--- src/rtl/alu_seq_pkg.sv ---
// alu_seq_pkg -- shared types and constants for the ALU sequencing controller.
//   state_t         : FSM state codes (also driven out on the stage port)
//   HOLDOFF_DEFAULT : default holdoff length in cycles after any strobe
package alu_seq_pkg;

  localparam int unsigned HOLDOFF_DEFAULT = 4;

  typedef enum logic [2:0] {
    WAIT_A   = 3'd0,
    WAIT_B   = 3'd1,
    WAIT_OP  = 3'd2,
    EXEC     = 3'd3,
    SHOW_RES = 3'd4
  } state_t;

endpackage

--- src/rtl/alu_seq_ctrl_rise_edge.sv ---
// rise_edge -- registered rising-edge detector.
//   clk    : clock
//   reset  : synchronous active-high reset
//   i_d    : level input (already debounced)
//   o_rise : high for the cycle where i_d is high and its registered copy is low
module rise_edge (
  input  logic clk,
  input  logic reset,
  input  logic i_d,
  output logic o_rise
);

  logic r_prev;

  // Reset loads the live input rather than 0, so a button already held
  // while reset is released does not count as a fresh press.
  always_ff @(posedge clk) begin
    if (reset) r_prev <= i_d;
    else       r_prev <= i_d;
  end

  assign o_rise = i_d & ~r_prev;

endmodule

--- src/rtl/alu_seq_ctrl.sv ---
// alu_seq_ctrl -- steps an ALU datapath through A / B / opcode / execute /
// show-result using two debounced buttons.
//   clk, reset          : clock, synchronous active-high reset
//   enter, back         : level buttons; only rising edges are acted on
//   load_A/load_B/
//   load_Op/updateRes   : one-cycle, mutually exclusive load strobes
//   stage               : registered current state code
//   op_count            : completed operations, wraps at 256
module alu_seq_ctrl
  import alu_seq_pkg::*;
#(
  parameter int unsigned HOLDOFF = HOLDOFF_DEFAULT
) (
  input  logic       clk,
  input  logic       reset,
  input  logic       enter,
  input  logic       back,
  output logic       load_A,
  output logic       load_B,
  output logic       load_Op,
  output logic       updateRes,
  output logic [2:0] stage,
  output logic [7:0] op_count
);

  localparam logic [3:0] HOLD_LOAD = 4'(HOLDOFF);

  logic       w_enter_rise;
  logic       w_back_rise;
  logic       w_accept;

  state_t     r_state;
  logic [3:0] r_hold;
  logic [7:0] r_op_count;
  logic       r_load_a;
  logic       r_load_b;
  logic       r_load_op;
  logic       r_update_res;

  rise_edge u_enter_edge (
    .clk    (clk),
    .reset  (reset),
    .i_d    (enter),
    .o_rise (w_enter_rise)
  );

  rise_edge u_back_edge (
    .clk    (clk),
    .reset  (reset),
    .i_d    (back),
    .o_rise (w_back_rise)
  );

  // Edges are dropped (not queued) while the holdoff counter runs.
  assign w_accept = (r_hold == 4'd0);

  // NOTE: all state and strobe registers use non-blocking assignments so every
  // read in this block sees the value from before the clock edge.
  always_ff @(posedge clk) begin
    if (reset) begin
      r_state      <= WAIT_A;
      r_hold       <= 4'd0;
      r_op_count   <= 8'd0;
      r_load_a     <= 1'b0;
      r_load_b     <= 1'b0;
      r_load_op    <= 1'b0;
      r_update_res <= 1'b0;
    end else begin
      // Strobes default low so each lasts exactly one cycle.
      r_load_a     <= 1'b0;
      r_load_b     <= 1'b0;
      r_load_op    <= 1'b0;
      r_update_res <= 1'b0;

      if (r_hold != 4'd0) r_hold <= r_hold - 4'd1;

      if (r_state == EXEC) begin
        // EXEC ignores buttons and always finishes in one cycle.
        r_state      <= SHOW_RES;
        r_update_res <= 1'b1;
        r_op_count   <= r_op_count + 8'd1;
        r_hold       <= HOLD_LOAD;
      end else if (w_accept && w_back_rise) begin
        // Back wins over a simultaneous enter; it issues no strobe and
        // therefore does not start a holdoff.
        unique case (r_state)
          WAIT_B:   r_state <= WAIT_A;
          WAIT_OP:  r_state <= WAIT_B;
          SHOW_RES: r_state <= WAIT_OP;
          default:  r_state <= r_state;
        endcase
      end else if (w_accept && w_enter_rise) begin
        unique case (r_state)
          WAIT_A: begin
            r_state  <= WAIT_B;
            r_load_a <= 1'b1;
            r_hold   <= HOLD_LOAD;
          end
          WAIT_B: begin
            r_state  <= WAIT_OP;
            r_load_b <= 1'b1;
            r_hold   <= HOLD_LOAD;
          end
          WAIT_OP: begin
            r_state   <= EXEC;
            r_load_op <= 1'b1;
            r_hold    <= HOLD_LOAD;
          end
          SHOW_RES: r_state <= WAIT_A;
          default:  r_state <= r_state;
        endcase
      end
    end
  end

  assign load_A    = r_load_a;
  assign load_B    = r_load_b;
  assign load_Op   = r_load_op;
  assign updateRes = r_update_res;
  assign stage     = r_state;
  assign op_count  = r_op_count;

endmodule

--- config.mk ---
export PLATFORM = sky130hd
export DESIGN_NAME = alu_seq_ctrl
export DESIGN_NICKNAME = d
export VERILOG_FILES = /design/src/rtl/alu_seq_pkg.sv /design/src/rtl/alu_seq_ctrl_rise_edge.sv /design/src/rtl/alu_seq_ctrl.sv
export SDC_FILE = /design/constraint.sdc
export NUM_CORES = 1
export LEC_CHECK = 0
export CAP_MARGIN = 20
export CELL_PAD_IN_SITES_DETAIL_PLACEMENT = 1
export CELL_PAD_IN_SITES_GLOBAL_PLACEMENT = 1
export CORE_UTILIZATION = 32
export CTS_BUF_LIST = sky130_fd_sc_hd__clkbuf_16
export DETAILED_ROUTE_END_ITERATION = 8
export HOLD_SLACK_MARGIN = 0.06
export PLACE_DENSITY_LB_ADDON = 0.1
export SLEW_MARGIN = 20
export SYNTH_ARGS = -nofsm -noshare
export SYNTH_HDL_FRONTEND = slang
export SYNTH_SLANG_ARGS = --single-unit
--- constraint.sdc ---
create_clock -name clk -period 1.75 [get_ports clk]
set_input_delay 0.525 -clock clk [delete_from_list [all_inputs] [get_ports clk]]
set_output_delay 0.525 -clock clk [all_outputs]
set_load 0.1 [all_outputs]
======== Word-level counts from Yosys, hierarchy flattened ========
Index checks and enable logic that the tools add are counted.
operators by class
  add/subtract/negate cells ............... 2
  multiply operators ...................... 0
  divide/modulo/power cells ............... 0
  magnitude comparators ................... 0
  equal/unequal tests ..................... 6
  shifts and indexed selects .............. 0
  multiplexer cells ....................... 14
  bitwise gates (word level) .............. 5
  reduce and logical (&&, ||, !) cells .... 14
operators with widths
  operator                                                                number
  4-bit 2-to-1 mux                                                        4
  3-bit 2-to-1 mux                                                        4
  3-bit one-hot mux with 4 select lines                                   1
  3-bit one-hot mux with 3 select lines                                   1
  8-bit by 1-bit adder with 8-bit output (second input constant)          1
  4-bit nonzero test                                                      2
  3-bit by 2-bit equality test with 1-bit output (second input constant)  2
  3-bit AND reduction                                                     2
  5-bit by 2-bit != test with 1-bit output (second input constant)        1
  5-bit nonzero test                                                      1
  4-bit zero test                                                         1
  1-bit 2-to-1 mux                                                        4
  4-bit by 1-bit != test with 1-bit output (second input constant)        1
  4-bit OR reduction                                                      1
  4-bit by 1-bit subtractor with 4-bit output (second input constant)     1
  3-bit by 1-bit equality test with 1-bit output (second input constant)  1
  3-bit equality test (second input constant)                             1
  3-bit zero test                                                         1
  1-bit inverter                                                          3
  3-bit nonzero test                                                      1
  3-bit OR reduction                                                      1
  1-bit bitwise AND                                                       2
  1-bit logical AND                                                       2
  2-bit nonzero test                                                      1
  2-bit OR reduction                                                      1
word-level totals
  flip-flop bits (word level) ............. 21
  bits in latches ......................... 0
  bits in writable memories ............... 0
  ROM bits ................................ 0
  output and inout bits ................... 15
  memories ................................ 0

======== Longest topological paths before layout ========
  word-level depth ........................ 6
  depth in mapped cells ................... 7

======== By module ========
A second synthesis with hierarchy kept.
second synthesis, totals
  cell total of the unflattened synthesis .. 102
  area, all modules ....................... 982.2 um^2
by module, submodules not included
  module        times used  cells each  area each (um^2)
  alu_seq_ctrl  1           98          914.6
  rise_edge     2           2           33.8

======== Least setup slack after synthesis ========
Ideal clock, no wire load.
  kind .................................... flip-flop to flip-flop
  start point ............................. register r_state[0], in the netlist stage[0]
  end point ............................... register r_op_count[4], in the netlist op_count[4]
  setup time .............................. 0.067 ns
  arrival ................................. 2.100 ns
  data required time ...................... 1.683 ns
  setup slack ............................. -0.417 ns
  cell stages (with the launch flop) ...... 7
  buffers on the path ..................... 2
  clock period less this slack ............ 2.167 ns
  cells stage by stage .................... dfxtp_1 clkbuf_1 and3b_1 clkbuf_1 nand4_1 xor2_1 nor2_1
on the way
  longest elaborated chain between the ends .. 1
ends and longest elaborated chain
  item                                            RTL line             text
  from (decl)                                     alu_seq_ctrl.sv:32   state_t r_state;
  from (signal assigned)                          alu_seq_ctrl.sv:90   default: r_state <= r_state;
  from (signal assigned)                          alu_seq_ctrl.sv:110  default: r_state <= r_state;
  3-bit by 2-bit equality test with 1-bit output  alu_seq_ctrl.sv:77   if (r_state == EXEC) begin
  to (signal assigned)                            alu_seq_ctrl.sv:81   r_op_count <= r_op_count + 8'd1;
  to (decl)                                       alu_seq_ctrl.sv:34   logic [7:0] r_op_count;
No other way between the ends.
A chain may end at the register's enable or synchronous reset.

======== Worst setup path after layout ========
  start point ............................. register r_hold[0]
  end point ............................... register r_state[0], in the netlist stage[0]
on the way
  longest elaborated chain between the ends .. 4
  elaborated cells on any way between the ends .. 7
  those cells by class .................... 1 x eq/ne; 1 x mux; 5 x reduce/logical
ends and longest elaborated chain
  item                                                                                                    RTL line                                text
  from (decl)                                                                                             alu_seq_ctrl.sv:33                      logic [3:0] r_hold;
  from (signal assigned)                                                                                  alu_seq_ctrl.sv:75                      if (r_hold != 4'd0) r_hold <= r_hold - 4'd1;
  4-bit zero test (*)                                                                                     alu_seq_ctrl.sv:55                      assign w_accept = (r_hold == 4'd0);
  1-bit logical AND, on equally long branches                                                             alu_seq_ctrl.sv:83, alu_seq_ctrl.sv:92
  4-bit by 1-bit != test with 1-bit output (no source line) / 2-bit nonzero test (equally long branches)  -
  3-bit AND reduction (no source line)                                                                    -
Mark *: on every way between the ends. The rest lies on a longest branch, timed or not.

==> results by group <==
STA
  • Clock skew: 0.004137 ns
  • Final min period: 1.692 ns
  • Hold violation count in the final report: 0
  • Final setup violation count: 0
  • Worst Tran Pin Value: 0.3261 ns
  • F_max: 590.9 MHz
  • Final period util: 96.71%
  • Fin Hold WS: 0.4821 ns
  • Slew HR: 78.16%
  • RSZ-0062 raised after global routing: false
  • Pins Over Slew Limit: 0

Floorplanning
  • Die Span X: 54.99 um
  • I/O Pins: 19
  • Initial core utilization: 34.99%
  • Die area: 3023 um2
  • Core Area: 2567 um2
  • Die Y: 54.99 um
  • Row Count: 18

Setup path
  • Kind of critical path: reg2reg
  • Critical Path Sink Type: flop
  • Crit path DAT: 1.87 ns
  • Chain of cells forming the critical path: inv_1 > ha_1 > or3b_4 > or4_1 > a31oi_1
  • Worst Path Required: 1.93 ns
  • Max incr delay on CP: 0.48 ns
  • CP top delay family: simple AND/OR/NAND/NOR gates
  • Worst setup SP type: flop
  • Critical path peak fanout: 3
  • Worst Path Buf+Inv: 1
  • Slowest cell on crit path: or4_1

CTS
  • Clk sinks: 21
  • Total CTS buffers: 3
  • Setup repair bufs after CTS: 0
  • Root buffer cell: clkbuf_16
  • Post-CTS Hold Fix Bufs: 0
  • Resized Gates After CTS: 0
  • CTS Buffer Depth: 2
  • Skew-Pair Late Insertion Delay: 0.26 ns
  • CTS tree: yes
  • Number of H-tree levels: 1
  • Worst-path clk slew: 0.06 ns

Synth
  • Post-synth ARST share: 0%
  • Synthesis warning total: 0
  • Post-Syn Area: 898.4 um2
  • Synth Instances: 104
  • Synth cell types: 29
  • #FFs+latches synth: 21
  • Yosys top cell by area: dfxtp_1
  • Top cells by area, synth: dfxtp_1 47%, nor2_1 5.0%, a21oi_1 3.9%
  • Post-synth top flop: dfxtp_1
  • Post-synth EDFFs: 0
  • Synth top area share: 46.80%
  • Seq/Total Area, Yosys: 46.80%
  • Post-Syn Nets: 110
  • Avg Synthesized Cell Area: 8.638 um2

Final layout
  • Register Area: 432.9 um2
  • Area Overhead vs Synth: 59.89%
  • Ant diodes: 0
  • Final non-filler cell total: 160
  • Layout cells sized above 1: 29.23%
  • Multi-input logic area: 461.7 um2
  • Fillers: 285
  • Fin nets: 137

Drt
  • Wirelength per Cell: 14.98 um
  • Drt total wl: 2397 um
  • DRT Pass-1 Iters: 4
  • DRT iter0 DRCs: 11
  • Vias per cell: 5.238
  • Final ANT Viol Nets: 0
  • Remaining DRCs: 0
  • Vias: 838

Global route
  • GR peak layer: met2
  • First-pass GRT wire length: 3898 um
  • Total GRT Usage: 19.52%
  • Largest net degree at the start of global routing: 12
  • Met2 GRT Util: 30.52%
  • GR Overflow Total: 0
  • Met3 Track Usage GR: 6.831%
  • Initial antenna violation count: 0
  • Vias in the first global route: 794
  • Met1 Use GR: 23.47%

Status
  • Status: finished, final reports clean

Worst hold path
  • Min-delay worst type: reg2reg

Run
  • Max-cap viol count: 0

Place
  • Placed cells: 156
  • GPL Wtd Cong: 0.8225
  • Hpwl dp: 1744 um
  • # port buffers: 18

Pwr
  • Final Total Pwr: 0.001592 W
  • P per Cell Area: 1108 nW/um2
  • VDD IR-drop max: 0.9282 mV
  • Leak Pwr: 0.5556 nW
[power breakdown]
part	internal [W]	switching, W	total (W)
clock network	0.000305	0.000179	0.000484
logic	0.000242	0.000283	0.000525
registers	0.000527	0.0000564	0.000583
[flip-flops by register name (all words and copies together), names as in the netlist]
signal,cells
r_hold,4
op_count,8
u_back_edge.r_prev,1
load_B,1
updateRes,1
stage,3
load_Op,1
u_enter_edge.r_prev,1
load_A,1
[routing by layer]
metal | part of all wire (%) | up-vias
met3 | 4.7 | 5
li1 | - | 411
met5 | 0 | -
met4 | 2.1 | 0
met1 | 45 | 408
met2 | 48 | 14
[worst register-to-register path, delay by kind of cell (launching register included)]
kind,cells,cell delay (ns)
and+or+nand+nor,2,0.88
adders and majority gates,1,0.18
AOI/OAI and AO/OA,1,0.16
DFF,1,0.32
buffers and inverters,1,0.08
[cell families after synthesis]
logic type	Yosys count	share of synthesized area [%]
multiplexers	1	1.114
XOR/XNOR	6	5.851
AO/OA/AOI/OAI	16	10.58
flip-flops	21	46.80
adder cells (fa/ha/maj)	2	2.785
AND/OR/NAND/NOR	50	29.39
buffers and inverters	8	3.482
[worst paths after layout]
kind / startpoint / cells after the start / slack (ns) / to
min: r_hold[0] / 2 / 0.48 / r_hold[0]
min reg2reg: r_hold[0] / 2 / 0.48 / r_hold[0]
max reg2reg: r_hold[0] / 5 / 0.06 / stage[0]
max: r_hold[0] / 5 / 0.06 / stage[0]
[synth_stat cells, types with 2 or more instances]
library cell,number
o21ai_0,3
nor3_1,7
nor2_1,12
a21oi_1,7
nor2b_1,3
or3_1,3
and3_1,2
nand3_1,2
inv_1,2
clkbuf_1,5
dfxtp_1,21
nand2b_1,4
nand4_1,3
ha_1,2
xnor2_1,3
nand2_1,7
xor2_1,3
nor3b_1,2
a31oi_1,3
[final cells by class]
type                       count  area share [%]
clock inverter                 1          0.2613
tap                           30           2.613
clock buffer                   3           5.226
inverter                       2          0.5226
multi-input combinational     75           32.14
sequential                    21           30.14
timing repair buffer          28           29.09
[cell usage in the layout (no fill, tap or decap), drive strengths merged, types with 2 or more instances in the layout]
cell	instances
nor3b	2
buf	25
xnor2	3
ha	2
a31oi	3
nor3	7
nand2b	4
dfxtp	21
and3	2
clkdlybuf4s50	3
or3	3
xor2	3
o21ai	3
clkbuf	3
nor2	12
nand3	2
nand2	7
nand4	3
nor2b	3
a21oi	7
inv	3
[through the flow]
step	setup TNS [ns]	util, %	area, um2	setup WS, ns
after floorplan	0	-	910.9	0.03398
after CTS	0	55.36	1421	0.01395
after global placement	-0.9645	52.29	1343	-0.1906
after global routing	0	55.95	1436	0.006622
final	0	55.95	1436	0.05766
after detailed placement	-1.573	52.29	1343	-0.2563
No activity file was read; power rests on OpenSTA's default activity.
